## config.mk

```make
export PLATFORM = sky130hd
export DESIGN_NAME = duck_flight_scheduler
export DESIGN_NICKNAME = d
export VERILOG_FILES = /design/src/rtl/ducks_pkg.sv /design/src/rtl/duck_lfsr.sv /design/src/rtl/duck_flight_scheduler.sv
export SDC_FILE = /design/constraint.sdc
export NUM_CORES = 1
export LEC_CHECK = 0
export ABC_AREA = 1
export BUFFER_PORTS_ARGS = -buffer_cell sky130_fd_sc_hd__buf_2
export CORE_AREA = 3 3 157 159
export CTS_CLUSTER_SIZE = 16
export DETAILED_ROUTE_END_ITERATION = 10
export DIE_AREA = 0 0 160 162
export PLACE_DENSITY = 0.71
export SKIP_LAST_GASP = 1
export SLEW_MARGIN = 20
export SYNTH_ARGS = -nofsm -noshare
export SYNTH_HDL_FRONTEND = slang
export SYNTH_SLANG_ARGS = --single-unit
export TNS_END_PERCENT = 50
```

## constraint.sdc

```tcl
create_clock -name clk -period 2.6 [get_ports clk]
set_input_delay 0.52 -clock clk [delete_from_list [all_inputs] [get_ports clk]]
set_output_delay 0.52 -clock clk [all_outputs]
set_load 0.05 [all_outputs]
```

## src/rtl/ducks_pkg.sv

```systemverilog
// Shared types and screen constants for the duck scheduler and sprite drawers.
package ducks_pkg;
    typedef enum logic [1:0] {
        SLOT_FREE = 2'd0,
        SLOT_FLY  = 2'd1,
        SLOT_FALL = 2'd2
    } slot_state_t;

    typedef enum logic [1:0] {
        CTRL_WAIT   = 2'd0,
        CTRL_UPDATE = 2'd1,
        CTRL_SPAWN  = 2'd2
    } ctrl_state_t;

    localparam int SPRITE_W = 46;
    localparam int SPRITE_H = 40;
    localparam int SCREEN_W = 640;
    // Top of the spawn band; the random offset adds 0..127 on top.
    localparam int SPAWN_Y0 = 40;
    localparam logic [7:0] LFSR_SEED = 8'hA5;
endpackage

```

## src/rtl/duck_lfsr.sv

```systemverilog
// 8-bit Fibonacci LFSR (taps 8,6,5,4) used to pick spawn heights.
module duck_lfsr
    import ducks_pkg::*;
(
    input  logic       clk,
    input  logic       reset,
    input  logic       en,
    output logic [6:0] rnd
);
    logic [7:0] state;

    // Shift left, feedback into bit 0; the non-zero seed keeps it off the lock-up state.
    always_ff @(posedge clk) begin
        if (reset)
            state <= LFSR_SEED;
        else if (en)
            state <= {state[6:0], state[7] ^ state[5] ^ state[4] ^ state[3]};
    end

    assign rnd = state[6:0];
endmodule

```

## src/rtl/duck_flight_scheduler.sv

```systemverilog
// Per-frame duck sequencer: spawns, moves, retires ducks and keeps score.
module duck_flight_scheduler
    import ducks_pkg::*;
#(
    parameter int NUM_DUCKS    = 4,
    parameter int SPRITE_W     = ducks_pkg::SPRITE_W,
    parameter int SCREEN_W     = ducks_pkg::SCREEN_W,
    parameter int FRAME_LINE   = 480,
    parameter int FLOOR_Y      = 440,
    parameter int SPEED_X      = 2,
    parameter int FALL_SPEED   = 4,
    parameter int BOB_FRAMES   = 30,
    parameter int SPAWN_FRAMES = 60,
    parameter int WAVE_SIZE    = 10,
    localparam int IDXW = (NUM_DUCKS > 1) ? $clog2(NUM_DUCKS) : 1
) (
    input  logic                   clk,
    input  logic                   reset,
    input  logic [9:0]             hcount,
    input  logic [9:0]             vcount,
    input  logic                   hit_valid,
    input  logic [IDXW-1:0]        hit_slot,
    output logic [11*NUM_DUCKS-1:0] pos_x,
    output logic [10*NUM_DUCKS-1:0] pos_y,
    output logic [NUM_DUCKS-1:0]   active,
    output logic [NUM_DUCKS-1:0]   falling,
    output logic [7:0]             score,
    output logic [7:0]             escaped,
    output logic                   wave_done
);
    localparam int BOBW = $clog2(BOB_FRAMES + 1);
    localparam int SPNW = $clog2(SPAWN_FRAMES + 1);
    localparam int WAVW = $clog2(WAVE_SIZE + 1);
    localparam logic signed [10:0] PARK_X = 11'(SCREEN_W);
    localparam logic signed [10:0] ESC_X  = 11'(-SPRITE_W);
    localparam logic signed [10:0] STEP_X = 11'(SPEED_X);
    localparam logic [9:0] FLOOR  = 10'(FLOOR_Y);
    localparam logic [9:0] FALL_D = 10'(FALL_SPEED);

    slot_state_t        st     [NUM_DUCKS];
    logic signed [10:0] px     [NUM_DUCKS];
    logic [9:0]         py     [NUM_DUCKS];
    logic               bob_up [NUM_DUCKS];   // 1: y decreasing
    logic [BOBW-1:0]    bob    [NUM_DUCKS];

    ctrl_state_t     cs, cs_nx;
    logic [IDXW-1:0] idx;
    logic            tick;
    logic [SPNW-1:0] spn_cnt, spn_next;
    logic [WAVW-1:0] spawned;
    logic [6:0]      rnd;
    logic            free_any, all_free, spawn_go, hit_ok, esc_evt;
    logic [IDXW-1:0] free_idx;

    duck_lfsr u_lfsr (.clk(clk), .reset(reset), .en(1'b1), .rnd(rnd));

    // Control sequencing: one slot per clock after the frame tick, then one spawn cycle.
    always_comb begin
        cs_nx = cs;
        case (cs)
            CTRL_WAIT:   if (tick) cs_nx = CTRL_UPDATE;
            CTRL_UPDATE: if (idx == IDXW'(NUM_DUCKS - 1)) cs_nx = CTRL_SPAWN;
            CTRL_SPAWN:  cs_nx = CTRL_WAIT;
            default:     cs_nx = CTRL_WAIT;
        endcase
    end

    // Lowest free slot, spawn decision, hit acceptance and escape detection.
    always_comb begin
        free_any = 1'b0;
        all_free = 1'b1;
        free_idx = '0;
        for (int i = NUM_DUCKS - 1; i >= 0; i--) begin
            if (st[i] == SLOT_FREE) begin
                free_any = 1'b1;
                free_idx = IDXW'(i);
            end else begin
                all_free = 1'b0;
            end
        end
        spn_next = (spn_cnt == SPNW'(SPAWN_FRAMES)) ? spn_cnt : spn_cnt + SPNW'(1);
        spawn_go = (spn_next == SPNW'(SPAWN_FRAMES)) && (spawned < WAVW'(WAVE_SIZE)) && free_any;
        hit_ok   = hit_valid && (int'(hit_slot) < NUM_DUCKS) && (st[hit_slot] == SLOT_FLY);
        // A hit on the slot being updated wins, so it cannot also escape.
        esc_evt  = (cs == CTRL_UPDATE) && (st[idx] == SLOT_FLY) && (px[idx] - STEP_X < ESC_X)
                   && !(hit_ok && hit_slot == idx);
    end

    // Control registers, frame tick and counters.
    always_ff @(posedge clk) begin
        if (reset) begin
            cs        <= CTRL_WAIT;
            idx       <= '0;
            tick      <= 1'b0;
            spn_cnt   <= '0;
            spawned   <= '0;
            score     <= '0;
            escaped   <= '0;
            wave_done <= 1'b0;
        end else begin
            cs   <= cs_nx;
            tick <= (hcount == 10'd0) && (vcount == 10'(FRAME_LINE));
            if (cs == CTRL_UPDATE && idx != IDXW'(NUM_DUCKS - 1))
                idx <= idx + IDXW'(1);
            else
                idx <= '0;
            if (hit_ok && score != 8'hFF)
                score <= score + 8'd1;
            if (esc_evt && escaped != 8'hFF)
                escaped <= escaped + 8'd1;
            if (cs == CTRL_SPAWN) begin
                if (spawn_go) begin
                    spn_cnt <= '0;
                    spawned <= spawned + WAVW'(1);
                end else begin
                    spn_cnt <= spn_next;
                end
                if (spawned == WAVW'(WAVE_SIZE) && all_free)
                    wave_done <= 1'b1;
            end
        end
    end

    // Slot state: hit has priority, then the per-frame move, then spawning into a free slot.
    always_ff @(posedge clk) begin
        for (int i = 0; i < NUM_DUCKS; i++) begin
            if (reset) begin
                st[i]     <= SLOT_FREE;
                px[i]     <= PARK_X;
                py[i]     <= '0;
                bob_up[i] <= 1'b0;
                bob[i]    <= '0;
            end else if (hit_ok && hit_slot == IDXW'(i)) begin
                st[i] <= SLOT_FALL;
            end else if (cs == CTRL_UPDATE && idx == IDXW'(i)) begin
                case (st[i])
                    SLOT_FLY: begin
                        py[i] <= bob_up[i] ? py[i] - 10'd1 : py[i] + 10'd1;
                        if (bob[i] == BOBW'(BOB_FRAMES - 1)) begin
                            bob[i]    <= '0;
                            bob_up[i] <= ~bob_up[i];
                        end else begin
                            bob[i] <= bob[i] + BOBW'(1);
                        end
                        if (px[i] - STEP_X < ESC_X) begin
                            st[i] <= SLOT_FREE;
                            px[i] <= PARK_X;
                        end else begin
                            px[i] <= px[i] - STEP_X;
                        end
                    end
                    SLOT_FALL: begin
                        if (py[i] + FALL_D >= FLOOR) begin
                            st[i] <= SLOT_FREE;
                            py[i] <= FLOOR;
                            px[i] <= PARK_X;
                        end else begin
                            py[i] <= py[i] + FALL_D;
                        end
                    end
                    default: px[i] <= PARK_X;
                endcase
            end else if (cs == CTRL_SPAWN && spawn_go && free_idx == IDXW'(i)) begin
                st[i]     <= SLOT_FLY;
                px[i]     <= PARK_X;
                py[i]     <= 10'(SPAWN_Y0) + 10'(rnd);
                bob_up[i] <= 1'b0;
                bob[i]    <= '0;
            end
        end
    end

    for (genvar g = 0; g < NUM_DUCKS; g++) begin : g_out
        assign pos_x[11*g +: 11] = px[g];
        assign pos_y[10*g +: 10] = py[g];
        assign active[g]         = (st[g] != SLOT_FREE);
        assign falling[g]        = (st[g] == SLOT_FALL);
    end
endmodule

```

======== Word-level counts from Yosys, hierarchy flattened ========
Memory sizes are Yosys's and may differ from the RTL's. A register that Yosys moved wholly into a read port is not among the register bits.
Index checks and enable logic that the tools add are counted.
operators by class
  $add $sub $neg .......................... 27
  magnitude comparators ................... 10
  equal/unequal tests ..................... 35
  mux-type cells .......................... 312
  bitwise gates (word level) .............. 80
  reductions and logical operators ........ 47
operators by type and width
  kind                                                                    number
  1-bit 2-to-1 mux                                                        233
  11-bit 2-to-1 mux                                                       20
  10-bit 2-to-1 mux                                                       20
  1-bit OR                                                                72
  5-bit 2-to-1 mux                                                        12
  11-bit by 7-bit < comparator with 1-bit output, second input constant   5
  11-bit by 3-bit subtractor with 11-bit output, second input constant    5
  2-bit 2-to-1 mux                                                        24
  10-bit by 1-bit adder with 10-bit output, second input constant         4
  10-bit by 3-bit adder with 10-bit output, second input constant         4
  10-bit by 9-bit >= comparator with 1-bit output, second input constant  4
  10-bit by 1-bit subtractor with 10-bit output, second input constant    4
  1-bit logical AND                                                       25
  2-bit equality test, second input constant                              11
  5-bit by 1-bit adder with 5-bit output, second input constant           4
  2-bit by 1-bit equality test with 1-bit output, second input constant   10
  5-bit equality test, second input constant                              4
  8-bit by 1-bit adder with 8-bit output, second input constant           2
  2-bit zero test                                                         8
  8-bit inequality test, second input constant                            2
  6-bit equality test, second input constant                              2
  6-bit 2-to-1 mux                                                        2
  10-bit by 9-bit equality test with 1-bit output, second input constant  1
  10-bit zero test                                                        1
  15 further kinds                                                        32
word-level totals
  flip-flop bits (word level) ............. 40
  RAM bits ................................ 116
  output and inout bits ................... 109
  logic and storage cells ................. 525
  memories ................................ 5
memories
  memory  words  bits a word  rd ports  clocked after Yosys merged registers in  wr ports  line                         RTL
  px      4      11           5         1                                        4         duck_flight_scheduler.sv:41  logic signed [10:0] px [NUM_DUCKS];
  py      4      10           4         0                                        4         duck_flight_scheduler.sv:42  logic [9:0] py [NUM_DUCKS];
  bob     4      5            4         0                                        4         duck_flight_scheduler.sv:44  logic [BOBW-1:0] bob [NUM_DUCKS];
  st      4      2            6         1                                        4         duck_flight_scheduler.sv:40  slot_state_t st [NUM_DUCKS];
  bob_up  4      1            4         0                                        4         duck_flight_scheduler.sv:43  logic bob_up [NUM_DUCKS];

======== Logic depth before layout (Yosys ltp) ========
Gate-level depths: netlist (run 1).
An unclocked memory read counts as a cell.
  depth in word-level cells ............... 15
  depth in mapped cells ................... 15
  gate-level depth less buffers ........... 15

======== Cells and area by module ========
From an unflattened synthesis (run 1), not the netlist that was laid out.
unflattened totals
  cells, all modules ...................... 1546
  area, all modules ....................... 11687.5 um^2
by module, submodules not included
  module                 instances  cells an instance  area each (um^2)
  duck_flight_scheduler  1          1491               11297.1
  duck_lfsr              1          55                 390.4

======== Worst setup path after synthesis (run 1) ========
OpenSTA, ideal clock, no wires.
  kind .................................... register to register
  from .................................... memory st[1][0] (netlist bit)
  to ...................................... memory px[2][10], enable pin
  setup time .............................. 349 ps
  arrival time ............................ 2283 ps
  required time ........................... 2251 ps
  path slack .............................. -32 ps
  stages on the path, launching flop included .. 12
  buffers on the path ..................... 0
  period minus slack after synthesis ...... 2632 ps
  path through ............................ edfxtp_1 inv_1 ha_1 inv_1 o21ai_0 nand2_1 nand2_1 nor3_1 nand4_2 nand2_2 inv_1 nand3_1
RTL lines
  what                line
  start: declaration  duck_flight_scheduler.sv:40
  end: declaration    duck_flight_scheduler.sv:41

==> metrics.md, run 1 <==
| Metric | Value |
|---|---|
| Status | `complete, no violations` |
| Vias | `about 11000` |
| Internal power | `about 4.4 mW` |
| Total Wirelength | `roughly 32 mm` |
| Largest family of logic cells by synthesized area | `simple AND/OR/NAND/NOR gates` |
| Fmax | `between 400 and 500 MHz` |
| Share of cells above drive strength 1 | `roughly 15%` |
| Mapped Cells | `~1600` |
| Adder-cell area share of the yosys netlist | `under 10%` |
| Ys flop type | `edfxtp_1` |
| Port Buffers | `between 100 and 150` |
| Distinct cells, synth | `44` |
| First-pass GRT wire length | `around 50 mm` |
| Clk pwr share | `just over 40%` |
| Crit path capture type | `register` |
| Post-synthesis xor/xnor area fraction | `5.00%` |
| Switching Fraction | `28.8%` |
| Post-DR wirelength/cell | `15.3 um` |
| Post-Place Worst Slack | `between 0.1 and 0.15 ns` |
| Crit-path max cell delay | `about 0.43 ns` |
| Final min period | `2.42 ns` |
| CTS buffer count | `17` |
| Initial antenna violation count | `0` |
| Fin. Hold Viols | `0` |
| Number of max-cap violations | `0` |
| Yosys top cell area share | `roughly 29%` |
| Netlist Area Pre-Place | `roughly 12000 um2` |
| HPWL Detailed | `25.2 mm` |
| Combinational share of power | `between 10 and 15%` |
| Largest net degree at the start of global routing | `33` |
| Async set-reset flop share out of synthesis | `0%` |
| Slowest CP cell | `dfxtp_1` |
| Synth Area in Compound Gates | `around 6.7%` |
| Vias in the first global route | `slightly above 10000` |
| Worst-path clk slew | `around 0.06 ns` |
| CTS tree | `yes` |
| Relative slew slack | `a little under three fifths` |
| Worst-skew pair later-pin latency | `about 0.44 ns` |
| Ys Warns | `0` |
| Area of the core | `between 20000 and 25000 um2` |
| DRT antenna net count | `0` |
| Mux contribution to synthesized area | `0%` |
| Worst Path Class, Setup | `register to register` |
| Area delta synth->final | `16.5%` |
| GRT Total Usage | `between 20% and 30%` |
| Fin Clk Skew | `about 0.018 ns` |
| Clock root buffer | `clkbuf_16` |
| Row Count | `56` |
| Critical path cell sequence | `inv_1, ha_1, nand2_1, inv_1, nand2_2, nand2_1, nand2_1, nand3_1, nor2_2, nand4_2, nand2_2, inv_1, nand3_1, buf_4` |
| Initial DRT Pass Iterations | `6` |
| Initial Utilization | `49.4%` |
| Clk buf depth | `2` |
| Hold buffer count at cts | `0` |
| Area contributors post-synth | `edfxtp_1 (29%), nand2_1 (13%), ha_1 (8.5%)` |
| I/O pin count | `around 130` |
| Die height | `roughly 160 um` |
| CP Max Fanout | `10` |
| Mapped Avg Cell Area | `around 7.3 um2` |
| Die area | `roughly 26000 um2` |
| RSZ-0062 raised after global routing | `yes` |
| Die X | `between 150 and 200 um` |
| Pwr dens | `between 400 and 500 nW/um2` |
| Simple-gate share of the synthesized area | `34.8%` |
| Final WS setup | `between 0.15 and 0.2 ns` |
| Final period util | `93.1%` |
| Diode count | `0` |
| Max rail drop VDD | `0.414 mV` |
| #FFs+latches synth | `approximately 150` |
| Leakage Power | `roughly 6.5 nW` |
| Final RePlAce weighted congestion | `0.928` |
| Worst endpoint required time | `about 2.7 ns` |
| Sequential share of power | `~45%` |
| Worst Hold Class | `input port to register` |
| # DRC | `0` |
| GR Overflow Total | `0` |
| Clk sinks | `around 150` |
| Worst setup SP type | `register` |
| Seq/Total Area, Yosys | `a little over a third` |
| Actual slew at the worst max-slew pin | `0.651 ns` |
| Vias per cell | `5.34` |
| Leading area contributor after synthesis | `edfxtp_1` |
| Post-layout net count | `1862` |
| Drt initial violations | `946` |
| Psw | `~1.8 mW` |
| H-tree levels | `4` |
| Setup violators final | `0` |
| Fin. max-slew vios | `0` |
| Number of synthesized flops with an enable pin | `around 110` |
| CP arrival | `about 2.6 ns` |
| Overall power | `6.19 mW` |
worst max-delay path, delay by kind of cell (launching register included):
family	cells	cell delay, ns
buffers and inverters	4	0.38
adder cells (fa/ha/maj)	1	0.19
flip-flops	1	0.43
AND/OR/NAND/NOR	9	1.12
cell usage after synthesis, types with 4 or more instances:
cell and instances:
o21ai_1 7, nand2_1 405, or2_2 15, dfxtp_1 40, clkbuf_1 5, xnor2_1 22
nand3_1 174, inv_2 10, fa_1 4, edfxtp_1 112, xor2_1 44, inv_1 214
nor2_2 10, nor3_1 19, nand3b_1 5, nand4_2 4, o211ai_1 12, nor2_1 177
o21bai_1 6, buf_4 4, a21oi_1 62, ha_1 79, nand4_1 52, nand2_2 7
nand3_2 8, o21ai_0 45, nor4_1 7, buf_1 5, buf_2 8
metrics by stage:
step | util [%] | TNS [ns] | hold WS, ns | instances | instance area (um2)
2_1_floorplan | - | -0.410 | 0.418 | 1590 | 11600
3_3_place_gp | 54.9 | 0 | 0.445 | 2054 | 12900
3_5_place_dp | 54.9 | 0 | 0.451 | 2054 | 12900
4_1_cts | 57.5 | 0 | 0.238 | 2086 | 13500
5_1_grt | 57.6 | -0.0310 | 0.244 | 2086 | 13500
6_report | 57.6 | 0 | 0.246 | 2086 | 13500
layout by cell type, fill, tap and decap left out, types with 5 or more instances in the layout:
master       n
nand3_2      8
nand3b_1     5
nand4_1     52
buf_4       35
nor2_1     176
o21bai_1     6
clkbuf_16   19
nand2_1    404
or2_2       15
o21ai_0     45
ha_1        79
buf_2      129
a21oi_1     62
edfxtp_1   112
dfxtp_1     39
nand3_1    173
nor3_1      18
nand2_2      8
xnor2_1     22
o21ai_1      7
inv_6        5
xor2_1      44
nor2_2      11
inv_1      214
nor4_1       7
o211ai_1    12
inv_2       10
power by group through the flow:
| stage | Combinational, mW | Sequential [mW] | Clock (mW) |
|---|---|---|---|
| global route | 0.966 | 2.78 | 2.66 |
| CTS | 0.876 | 2.77 | 2.55 |
| finish | 0.877 | 2.77 | 2.54 |
| global placement | 0.860 | 2.82 | 0 |
| floorplan | 0.483 | 2.94 | 0 |
| detailed placement | 0.872 | 2.82 | 0 |
cell type report:
cell class	count	area (um2)
repair buffers	168	988
clock buffers	21	493
well taps	319	399
clock inverters	11	106
flip-flops and latches	152	4170
inverters	224	841
fillers	2247	9930
multi-input cells	1191	6480
per-layer routing:
| metal | GRT usage (%) | part of all wire [%] |
|---|---|---|
| met1 | 32.0 | 44 |
| met3 | 4.06 | 6.0 |
| met2 | 41.2 | 48 |
| met4 | 6.51 | 2.0 |
| met5 | 0 | 0 |
cell families after synthesis:
family,count (synthesis)
AND/OR/NAND/NOR,896
buffers and inverters,247
flip-flops,152
other,1
AO/OA/AOI/OAI,142
XOR/XNOR,66
adder cells (fa/ha/maj),83
worst paths after layout:
check,endpoint,slack (ns),cells after the start,startpoint
worst max-delay path,px[2][9],0.18,14,spn_cnt[1]
worst min-delay path,tick,0.25,2,hcount[2]
worst max register to register,px[2][9],0.18,14,spn_cnt[1]
worst min register to register,u_lfsr.state[7],0.46,2,u_lfsr.state[6]
what timing repair did:
action,in CTS,in global routing
resized for setup,0,6
setup endpoints to repair,0,34
setup buffers,0,0
sequential cells by signal, indices dropped and copies added (netlist names), 4 cells and up:
| signal | cells |
|---|---|
| spawned | 4 |
| spn_cnt | 6 |
| py | 40 |
| st | 8 |
| bob | 20 |
| u_lfsr.state | 8 |
| score | 8 |
| px | 40 |
| bob_up | 4 |
| escaped | 8 |
Note: power is estimated with default switching activity, not from simulation.
==> run 2: changes to the inputs <==
PLACE_DENSITY = not set   (was 0.71)
PLACE_DENSITY_LB_ADDON = 0.3   (was not set)
==> run 2 against run 1 <==
Power is 1.9% lower. Fmax decreased by 2.1%. Sequential share of layout area up 0.18 points. Critical path depth up 1. Routed wire length shrank 2.8%. Global-route usage shrank 0.57 points. Clock skew is 0.0056 ns lower. Clock power decreased by 4%. Flip-flop and latch count unchanged. Worst hold slack worse by 0.0048 ns. Combinational power down 1%.
==> metrics.md, run 2 (synthesis gave the netlist of run 1 again) <==
| Metric | Value |
|---|---|
| # DRC | `0 (unchanged)` |
| Area of the core | `23400 um2 (unchanged)` |
| Fillcell total | `2199 (was 2247)` |
| Max rail drop VDD | `0.355 mV (was 0.414 mV)` |
| Worst endpoint required time | `2.75 ns (was 2.73 ns)` |
| Final min period | `2.47 ns (was 2.42 ns)` |
| CP arrival | `2.62 ns (was 2.55 ns)` |
| CP Max Fanout | `7 (was 10)` |
| Share of cells above drive strength 1 | `14.6% (was 14.9%)` |
| CTS tree | `yes (unchanged)` |
| Worst-skew pair later-pin latency | `0.44 ns (about the same)` |
| Largest net degree at the start of global routing | `40 (was 33)` |
| Vias in the first global route | `10300 (was 10400)` |
| HPWL Detailed | `24.3 mm (was 25.2 mm)` |
| Switching Fraction | `30.5% (was 28.8%)` |
| Commonest cells after routing, fill and taps aside | `nand2_1 (404), inv_1 (214), nor2_1 (177) (was nand2_1 (404), inv_1 (214), nor2_1 (176))` |
| Pwr dens | `453 nW/um2 (was 459 nW/um2)` |
| Fin Clk Skew | `0.0120 ns (was 0.0176 ns)` |
| Most common cell after layout, fill and taps aside | `nand2_1 (unchanged)` |
| Final RePlAce weighted congestion | `0.975 (was 0.928)` |
| Fin. Hold Viols | `0 (unchanged)` |
| Reg2reg path depth | `15 (was 14)` |
| Initial Utilization | `49.4% (unchanged)` |
| Fin. max-slew vios | `0 (unchanged)` |
| Worst Hold Class | `input port to register (unchanged)` |
| Die X | `160 um (unchanged)` |
| Clk pwr share | `40.1% (was 41.0%)` |
| Actual slew at the worst max-slew pin | `0.666 ns (was 0.651 ns)` |
| Combinational share of power | `14.2% (about the same)` |
| Drt initial violations | `864 (was 946)` |
| First-pass GRT wire length | `50.4 mm (was 51.2 mm)` |
| Final period util | `95.1% (was 93.1%)` |
| Die height | `162 um (unchanged)` |
| Crit path capture type | `register (unchanged)` |
| Hold buffer count at cts | `0 (unchanged)` |
| Worst setup SP type | `register (unchanged)` |
| Clk buf depth | `2 (unchanged)` |
| Final Instance Area | `13400 um2 (was 13500 um2)` |
| Port Buffers | `129 (unchanged)` |
| Area delta synth->final | `15.8% (was 16.5%)` |
| Vias per cell | `5.34 (about the same)` |
| Inst Count DP | `2046 (was 2054)` |
| Post-DR wirelength/cell | `14.9 um (was 15.3 um)` |
| Status | `complete, no violations (unchanged)` |
| I/O pin count | `134 (unchanged)` |
| Number of max-cap violations | `0 (unchanged)` |
| GR Overflow Total | `0 (unchanged)` |
| DRT antenna net count | `0 (unchanged)` |
| Worst-path clk slew | `0.07 ns (was 0.06 ns)` |
| Fmax | `405 MHz (was 413 MHz)` |
| Worst hold stages | `2 (unchanged)` |
| Psw | `1.85 mW (was 1.78 mW)` |
| Setup violators final | `0 (unchanged)` |
| Post-Layout Cell Count | `2081 (was 2086)` |
| Row Count | `56 (unchanged)` |
| Worst Path Class, Setup | `register to register (unchanged)` |
| Initial antenna violation count | `2 (was 0)` |
| Placed cell area | `12800 um2 (was 12900 um2)` |
| Internal power | `4.22 mW (was 4.41 mW)` |
| Post-layout net count | `1856 (was 1862)` |
| H-tree levels | `4 (unchanged)` |
| Die area | `25900 um2 (unchanged)` |
| RSZ-0062 raised after global routing | `yes (unchanged)` |
| Clk sinks | `152 (unchanged)` |
| Overall power | `6.07 mW (was 6.19 mW)` |
| Vias | `11100 (about the same)` |
| CTS buffer count | `17 (unchanged)` |
| Clock root buffer | `clkbuf_16 (unchanged)` |
| Largest registers | `px (40), py (40), bob (20) (unchanged)` |
| Initial DRT Pass Iterations | `5 (was 6)` |
| Leakage Power | `6.47 nW (was 6.52 nW)` |
| Total Wirelength | `31.0 mm (was 31.9 mm)` |
| Relative slew slack | `55.3% (was 56.2%)` |
| Sequential share of power | `45.7% (was 44.8%)` |
| GRT Total Usage | `23.6% (was 24.2%)` |
==> run 2: timing repair <==
action	4_1_cts	5_1_grt
resized for setup	0	3
buffers inserted	0	2
endpoints found under the setup margin	0	56
==> run 2: area by class of cell <==
cell class	instances	area, um2	area share (%)
multi-input cells	1191	6480	48.4
flip-flops and latches	152	4160	31.1
repair buffers	162	943	7.04
inverters	224	841	6.28
clock buffers	18	439	3.28
well taps	319	399	2.98
clock inverters	14	129	0.962
diodes	1	2.50	0.0187
==> run 2: critical path, cell delays in order, from the launching register on <==
cell and delay, ns:
dfxtp_1 0.44, inv_1 0.10, ha_1 0.22, nand2_1 0.07
inv_1 0.05, nand2_2 0.08, nand2_1 0.07, nand2_1 0.07
nand3_1 0.15, nor3_4 0.30, buf_4 0.16, nand3_2 0.08
nand2_2 0.09, buf_4 0.15, o21ai_1 0.07, inv_1 0.09
==> run 2: final timing paths <==
kind | slack (ns) | end | start
worst max-delay path | 0.13 | py[0][1] | spn_cnt[0]
worst min-delay path | 0.24 | tick | hcount[2]
worst max register to register | 0.13 | py[0][1] | spn_cnt[0]
worst min register to register | 0.45 | cs[0] | cs[1]
==> run 2: metal layers <==
layer | GRT usage [%] | vias to the layer above | part of all wire (%)
met5 | 0 | - | 0.042
met4 | 8.17 | 2 | 2.4
met3 | 4.44 | 63 | 6.7
met2 | 38.7 | 397 | 46
met1 | 31.5 | 5096 | 45
li1 | - | 5563 | -
==> run 2: stage by stage <==
stage	TNS (ns)	worst slack [ns]	util [%]	hold slack [ns]
2_1_floorplan	-0.410	-0.0317	-	0.418
3_3_place_gp	0	0.107	54.7	0.424
3_5_place_dp	0	0.0180	54.7	0.438
4_1_cts	0	0.0945	57.1	0.219
5_1_grt	-2.89	-0.0867	57.2	0.231
6_report	0	0.128	57.2	0.241
==> run 2: power groups by stage <==
stage          clock, mW  combinational [mW]  sequential (mW)
5_1_grt             2.57               0.948             2.78
6_report            2.43               0.864             2.77
4_1_cts             2.46               0.861             2.77
3_3_place_gp           0               0.845             2.82
3_5_place_dp           0               0.855             2.82
2_1_floorplan          0               0.483             2.94
